[config.mk]
export PLATFORM = sky130hd
export DESIGN_NAME = data_mem_ctrl
export DESIGN_NICKNAME = d
export VERILOG_FILES = /design/src/rtl/data_mem_ctrl.sv
export SDC_FILE = /design/constraint.sdc
export NUM_CORES = 1
export LEC_CHECK = 0
export ABC_AREA = 1
export ABC_CLOCK_PERIOD_IN_PS = 6800
export BUFFER_PORTS_ARGS = -buffer_cell sky130_fd_sc_hd__buf_2
export CAP_MARGIN = 30
export CORE_ASPECT_RATIO = 1.75
export CORE_MARGIN = 1
export CORE_UTILIZATION = 55
export CTS_CLUSTER_SIZE = 16
export DETAILED_ROUTE_END_ITERATION = 8
export PLACE_DENSITY = 0.77
export SYNTH_ARGS = -nofsm -noshare
export SYNTH_HDL_FRONTEND = slang
export SYNTH_SLANG_ARGS = --single-unit
export TNS_END_PERCENT = 20
[constraint.sdc]
create_clock -name CLK -period 6.8 [get_ports CLK]
set_clock_uncertainty 0.1 [all_clocks]
set_input_delay 0.68 -clock CLK [delete_from_list [all_inputs] [get_ports CLK]]
set_output_delay 0.68 -clock CLK [all_outputs]
set_load 0.02 [all_outputs]
[src/rtl/data_mem_ctrl.sv]
// Data-memory responder: serves loads on a single-outstanding req/ack bus and
// buffers stores in a small FIFO that drains to the bus when no load is waiting.
module data_mem_ctrl #(
  parameter int unsigned SB_DEPTH = 4
) (
  input  logic        CLK,
  input  logic        RST,
  input  logic        RDEN,
  input  logic [31:0] RDADDR,
  input  logic        WREN,
  input  logic [31:0] WADDR,
  input  logic [3:0]  WSTRB,
  input  logic [31:0] WDATA,
  output logic [31:0] DATA_RDDATA,
  output logic        STALL,
  output logic        MEM_REQ,
  output logic        MEM_WE,
  output logic [31:0] MEM_ADDR,
  output logic [3:0]  MEM_STRB,
  output logic [31:0] MEM_WDATA,
  input  logic        MEM_ACK,
  input  logic [31:0] MEM_RDATA
);

  localparam int unsigned PW = $clog2(SB_DEPTH);
  localparam logic [PW:0] SB_FULL = SB_DEPTH[PW:0];

  typedef enum logic [1:0] {IDLE, RD, WR} state_t;

  state_t      state_q, state_d;
  logic [29:0] sb_addr [SB_DEPTH];
  logic [3:0]  sb_strb [SB_DEPTH];
  logic [31:0] sb_data [SB_DEPTH];
  logic [PW-1:0] wr_ptr, rd_ptr, offs;
  logic [PW:0]   count;
  logic        wr_done;
  logic        fifo_full, fifo_empty, hit, hazard, accept, enq, deq, ack;
  logic        req_d, we_d;
  logic [31:0] addr_d, wdata_d, rdata_d;
  logic [3:0]  strb_d;

  assign fifo_full  = (count == SB_FULL);
  assign fifo_empty = (count == '0);
  assign ack        = MEM_ACK & MEM_REQ;

  // An entry is live when its distance from the head is below the fill count.
  always_comb begin
    hit  = 1'b0;
    offs = '0;
    for (int unsigned i = 0; i < SB_DEPTH; i++) begin
      offs = PW'(i) - rd_ptr;
      if (({1'b0, offs} < count) && (sb_addr[i] == RDADDR[31:2]))
        hit = 1'b1;
    end
    if (WREN && !wr_done && (WADDR[31:2] == RDADDR[31:2]))
      hit = 1'b1;
    hazard = RDEN & hit;
  end

  assign STALL  = (state_q == RD) | (RDEN & ((state_q != IDLE) | hazard))
                | (WREN & ~wr_done & fifo_full);
  assign accept = RDEN & ~STALL;
  assign enq    = WREN & ~fifo_full & ~wr_done;

  always_comb begin
    state_d = state_q;
    req_d   = MEM_REQ;
    we_d    = MEM_WE;
    addr_d  = MEM_ADDR;
    strb_d  = MEM_STRB;
    wdata_d = MEM_WDATA;
    rdata_d = DATA_RDDATA;
    deq     = 1'b0;
    unique case (state_q)
      IDLE: begin
        if (accept) begin
          state_d = RD;
          req_d   = 1'b1;
          we_d    = 1'b0;
          addr_d  = {RDADDR[31:2], 2'b00};
          strb_d  = '0;
        end else if (!fifo_empty) begin
          state_d = WR;
          req_d   = 1'b1;
          we_d    = 1'b1;
          addr_d  = {sb_addr[rd_ptr], 2'b00};
          strb_d  = sb_strb[rd_ptr];
          wdata_d = sb_data[rd_ptr];
        end
      end
      RD: begin
        if (ack) begin
          rdata_d = MEM_RDATA;
          req_d   = 1'b0;
          state_d = IDLE;
        end
      end
      WR: begin
        if (ack) begin
          deq     = 1'b1;
          req_d   = 1'b0;
          state_d = IDLE;
        end
      end
      default: state_d = IDLE;
    endcase
  end

  always_ff @(posedge CLK or negedge RST) begin
    if (!RST) begin
      state_q     <= IDLE;
      MEM_REQ     <= 1'b0;
      MEM_WE      <= 1'b0;
      MEM_ADDR    <= '0;
      MEM_STRB    <= '0;
      MEM_WDATA   <= '0;
      DATA_RDDATA <= '0;
      wr_done     <= 1'b0;
      wr_ptr      <= '0;
      rd_ptr      <= '0;
      count       <= '0;
    end else begin
      state_q     <= state_d;
      MEM_REQ     <= req_d;
      MEM_WE      <= we_d;
      MEM_ADDR    <= addr_d;
      MEM_STRB    <= strb_d;
      MEM_WDATA   <= wdata_d;
      DATA_RDDATA <= rdata_d;
      // Remember an enqueue made while frozen so the held store is not taken twice.
      wr_done     <= STALL ? (wr_done | enq) : 1'b0;
      if (enq) wr_ptr <= wr_ptr + PW'(1);
      if (deq) rd_ptr <= rd_ptr + PW'(1);
      unique case ({enq, deq})
        2'b10:   count <= count + 1'b1;
        2'b01:   count <= count - 1'b1;
        default: count <= count;
      endcase
    end
  end

  always_ff @(posedge CLK) begin
    if (enq) begin
      sb_addr[wr_ptr] <= WADDR[31:2];
      sb_strb[wr_ptr] <= WSTRB;
      sb_data[wr_ptr] <= WDATA;
    end
  end

endmodule

### After elaboration in Yosys (flattened, before gate mapping)

Memories as Yosys holds them, arrays and structs flattened. A register that Yosys moved wholly into a read port is not among the register bits.
Cells that the tools add are included.

* register bits: 80
* RAM bits: 264
* input bits: 137
* output and inout bits: 103
* word-level logic and storage cells: 98
* memories: 3

Memory list
* sb_data: depth 4, width 32, read ports 1, clocked after Yosys merged registers in 1, write ports 1, RTL line 33 `logic [31:0] sb_data [SB_DEPTH];`
* sb_addr: depth 4, width 30, read ports 5, clocked after Yosys merged registers in 0, write ports 1, RTL line 31 `logic [29:0] sb_addr [SB_DEPTH];`
* sb_strb: depth 4, width 4, read ports 1, clocked after Yosys merged registers in 0, write ports 1, RTL line 32 `logic [3:0] sb_strb [SB_DEPTH];`

* add/sub/neg operators: 8
* magnitude comparators: 4
* equal/unequal tests: 13
* muxes and demuxes: 24
* bitwise gates (word level): 17
* reduce and logical (&&, ||, !) cells: 19

Operators by type and width (count)
* == test 30 bit: 5
* 2-to-1 mux 32 bit: 2
* 2-to-1 mux 1 bit: 14
* < comparator 2 x 3 -> 1 bit: 4
* AND 1 bit: 8
* 2-to-1 mux 4 bit: 2
* logical AND 1 bit: 6
* 2-to-1 mux 2 bit: 3
* case mux 3 bit (2 select lines): 1
* AND reduction 2 bit: 3
* AND reduction 3 bit: 2
* nonzero test 2 bit: 3
* inverter 1 bit: 5
* adder 2 x 1 -> 2 bit, second input constant: 2
* == test 2 x 1 -> 1 bit, second input constant: 2
* == test 2 bit, second input constant: 2
* inequality test 2 x 1 -> 1 bit, second input constant: 2
* OR 1 bit: 4
* case mux 2 bit (2 select lines): 1
* subtractor 1 x 2 -> 2 bit, first input constant: 2
* subtractor 2 bit, first input constant: 2
* adder 3 x 1 -> 3 bit, second input constant: 1
* == test 3 bit, second input constant: 1
* logical NOT 3 bit: 1
* other kinds (6): 7

### Logic depth before layout (Yosys ltp)

* word-level depth: 17
* mapped depth: 21
* depth with buffers taken out: 19

### Worst setup path before layout

Ideal clock, no wire load.

* path kind: input to register
* start point: in WREN
* end point: mem sb_addr[0][0], enable pin
* library setup time: 0.491 ns
* data arrival time: 3.702 ns
* required time: 6.209 ns
* setup slack: 2.508 ns
* cell stages on the path: 2
* path through: nand3_1 > nor2_1

* longest elaborated chain between the ends: 4

RTL lines
* start, declared: RTL line 10 `input logic WREN,`
* AND 1 bit (2 in series): RTL line 63 `assign enq = WREN & ~fifo_full & ~wr_done;`
* 2-to-1 mux 1 bit: RTL line 143 `if (enq) begin`
* 2-to-1 mux 1 bit (implied by the code): RTL line 144 `sb_addr[wr_ptr] <= WADDR[31:2];`
* end, declared: RTL line 31

Every way passes these cells.

### Worst setup path after layout

* start point: reg rd_ptr[1]
* end point: reg MEM_STRB[1]

* longest elaborated chain between the ends: 17
* elaborated cells between the ends (all ways): 29
* classes of those cells: add/sub: 4; order compare: 4; eq/ne: 1; mux: 7; bitwise: 7; reduce/logical: 5; memory: 1

RTL lines
* start, declared: RTL line 34 `logic [PW-1:0] wr_ptr, rd_ptr, offs;`
* start signal, assigned: RTL line 133 `if (deq) rd_ptr <= rd_ptr + PW'(1);`
* subtractor 1 x 2 -> 2 bit: RTL line 51 `offs = PW'(i) - rd_ptr;`
* < comparator 2 x 3 -> 1 bit: RTL line 52 `if (({1'b0, offs} < count) && (sb_addr[i] == RDADDR[31:2]))`
* logical AND 1 bit: RTL line 52
* 2-to-1 mux 1 bit (4 in series): RTL line 52
* 2-to-1 mux 1 bit: RTL line 55 `if (WREN && !wr_done && (WADDR[31:2] == RDADDR[31:2]))`
* AND 1 bit: RTL line 57 `hazard = RDEN & hit;`
* OR 1 bit: RTL line 60 `assign STALL = (state_q == RD) | (RDEN & ((state_q != IDLE) | hazard))`
* AND 1 bit: RTL line 60
* OR 1 bit: RTL line 60
* OR 1 bit: RTL line 61 `| (WREN & ~wr_done & fifo_full);`
* inverter 1 bit: RTL line 62 `assign accept = RDEN & ~STALL;`
* AND 1 bit: RTL line 62
* inequality test 2 x 1 -> 1 bit (no line)
* AND reduction 2 bit (no line)
* end signal, assigned: RTL line 127 `MEM_STRB <= strb_d;`
* end, declared: RTL line 19 `output logic [3:0] MEM_STRB,`

Several ways; a longest one is shown, not always the timed one. The select of a mux whose other input is x is not followed.
A chain may end at the register's enable or synchronous reset.

==> metrics list <==
* Outcome: finished clean
- HPWL after detailed placement: 27,500 µm
* Final Critical Period: 4.69 ns
- Total congestion overflow: 0
- Of the synthesized area, sequential elements account for 63.6%.
- The number of setup buffers added after CTS is 0.
- Netlist Area Pre-Place: 0.0168 mm²
- The worst setup path is launched from a flip-flop.
- The count of pins over their slew limit is 0.
- After clock tree synthesis, the repair step resized 0 gates.
- Dividing the detail-routed wire length by the instance count gives 19.6 µm.
* Worst r2r src: rd_ptr[1]
- Worst slew margin relative to its limit: 31.5%
- The longest clock path from root to sink contains 3 buffers.
- Number of remaining DRC errors: 0
- Overall die width: 134 µm
* GRT busiest layer: met2
- The final layout contains 1,901 nets.
- Based on the critical path, the design can be clocked at up to 0.213 GHz.
- Before antenna repair, the detailed router went through 5 iterations.
* Met3 usage: 4.82%
- Most frequent standard cell in the layout excluding fill and tap cells: nand2_1
* I/O Pins: 240
- Starting density of the core: 55.9%
- The via count of the first global-routing pass is 12,259.
* Synth Warn #: 0
- Htree depth: 2
- Routed via count divided by cell count: 5.53
* Worst-skew pair later-pin latency: 0.52 ns
- Compared with the post-synthesis result, the final layout area differs by 15.0%.
* Count of cell types in the netlist: 33
* Met1 usage: 29.8%
* Worst min path class: input port to async pin
* Final hold violation count: 0
- The tool flagged a number of max-cap violations equal to 0.
- The initial antenna violation count is 12.
* Kind of end point of the critical path: flip-flop
- The first routing iteration left 920 violations.
* Total core area: 0.0301 mm²
* Total number of vias: 12,008
- Total clock buffers created by CTS: 34
- The count of nets left with antenna violations once routing finished came out at 0.
- Reg-to-reg critical path endpoint: MEM_STRB[1]
- Global routing consumed, on the met2 layer, 49.0% of the routing resources.
- Entering global routing, the biggest net connects 82 pins.
- For this design the ratio of total power to cell area is 441 mW/mm².
- Clock net sink count: 374
* Routability Congestion: 0.893
- Final hold slack: 0.0756 ns
- Syn Inst Count: 1,556
* Global-route wire length before repair: 64,700 µm
- After synthesis the netlist holds a flip-flop and latch count of 374.
* Tot GR Track Use: 27.6%
- For the pin with the worst max-slew slack, the measured transition is 1.03 ns.
- In this run the vertical extent of the chip is 233 µm.
* Kind of critical path: flip-flop to flip-flop
* Period Utilization, post-route: 69.0%
- Summed over all cells, the static leakage comes to 8.24 nW.
- Data on the critical path is required at its endpoint by 7.07 ns.
- STA puts the critical path data arrival time at 4.97 ns.
* Clock transition at path regs: 0.07 ns
- Floorplan die area: 0.0313 mm²
* Fraction of layout instances using a drive strength above 1: 19.8%
* Count of hold buffers inserted by post-cts repair: 0
- Cell depth of the worst flop-to-flop path: 18
* Setup_tns: 0 ns
- Buffers on Ports: 233
- Post-synthesis average cell area: 10.8 µm²
* Number of rows in the core area: 84
- For this block, the routed nets add up to 42,500 µm of wire.
* Finish-stage setup viols: 0
* Unrepaired setup endpoints after global routing: no
- Reg-to-reg slack, setup: 2.11 ns
- Largest fanout on the critical path: 64
- IR Drop Worst-Case VDD: 0.000297 V
- Buffer type at the clock tree root: clkbuf_16
- Clock tree from TritonCTS: yes
- Commonest cells after routing, fill and taps aside: nand2_1, edfxtp_1, buf_2
[worst max path at each step]
stage	from	end	slack [ns]	cells after the start
after global placement	rd_ptr[1]	MEM_STRB[2]	2.18	18
after global routing	rd_ptr[1]	MEM_STRB[1]	1.79	18
after CTS	rd_ptr[1]	MEM_STRB[1]	2.08	18
after floorplan	WREN	sb_addr[0][0]	2.51	2
final	rd_ptr[1]	MEM_STRB[1]	2.11	18
after detailed placement	rd_ptr[1]	MEM_STRB[1]	2.11	18
[registers in the layout (all words and copies together), names as in the netlist, 2 cells and up]
name	count
count	3
rd_ptr	2
state_q	2
wr_ptr	2
MEM_WDATA	32
sb_strb	16
DATA_RDDATA	32
sb_data	128
MEM_STRB	4
MEM_ADDR	30
sb_addr	120
[worst max-delay path: stages, from the launching register on]
cell and delay [ns]:
dfrtp_4 0.77, nand2_1 0.52, nand2_1 0.28, inv_1 0.06, ha_1 0.27, nand2_1 0.05, nand2_1 0.06, nand2_1 0.04
nand3_1 0.07, nor2_1 0.05, nand3_1 0.07, nand3_1 0.10, nor2_2 0.14, nand3_4 0.58, nand2_2 0.20, buf_4 0.42
inv_2 0.42, nand2_1 0.14, o21ai_0 0.10
[stage by stage]
step | cell area [µm²] | utilization, % | total power [mW] | std cells | worst slack [ns]
after floorplan | 16800 | - | 5.60 | 1557 | 2.51
final | 19300 | 64.3 | 8.52 | 2170 | 2.11
after global placement | 18200 | 60.5 | 6.57 | 2099 | 2.18
after global routing | 19300 | 64.3 | 9.02 | 2169 | 1.79
after CTS | 19300 | 64.2 | 8.58 | 2163 | 2.08
after detailed placement | 18200 | 60.6 | 6.69 | 2101 | 2.11
[synth_stat cells (all sizes together)]
library cell	number	area share [%]
o211ai	9	0.43
clkbuf	39	0.88
dfrtp	110	16
nor3	1	0.030
inv	146	3.3
buf	52	1.7
nand3	193	5.9
nand2	358	8.0
edfxtp	264	47
nor2	70	1.6
conb	1	0.022
a21oi	7	0.23
o221ai	3	0.16
nand4	17	0.63
xor2	34	1.8
mux2	32	2.1
fa	1	0.12
xnor2	68	3.5
ha	13	0.97
a22oi	66	2.9
o21ai	72	2.1
[report_power, final]
group	internal, mW	switching (mW)
Combinational	1.00	2.22
Clock	1.06	0.819
Sequential	3.10	0.312
[cell families after synthesis]
logic type / count (synthesis) / share of synthesized area [%]
AND/OR/NAND/NOR: 639 / 16.1
flip-flops: 374 / 63.6
buffers and inverters: 237 / 5.83
AO/OA/AOI/OAI: 157 / 5.91
XOR/XNOR: 102 / 5.32
multiplexers: 32 / 2.14
adder cells (fa/ha/maj): 14 / 1.09
other: 1 / 0.0223
[routing by layer]
layer  part of all wire [%]  vias to the layer above
met4                    6.2                       10
met3                    6.7                      134
met5                   0.14                        -
met2                     52                      481
li1                       -                     5663
met1                     35                     5720
[area by class of cell]
class                   count  area (µm²)
fillers                  2369       10700
flip-flops and latches    374       10700
multi-input cells         946        5200
repair buffers            248        1310
clock buffers              48         987
inverters                 146         548
well taps                 387         484
clock inverters            14         103
diodes                      7        17.5
Note: power is estimated with default switching activity, not from simulation.
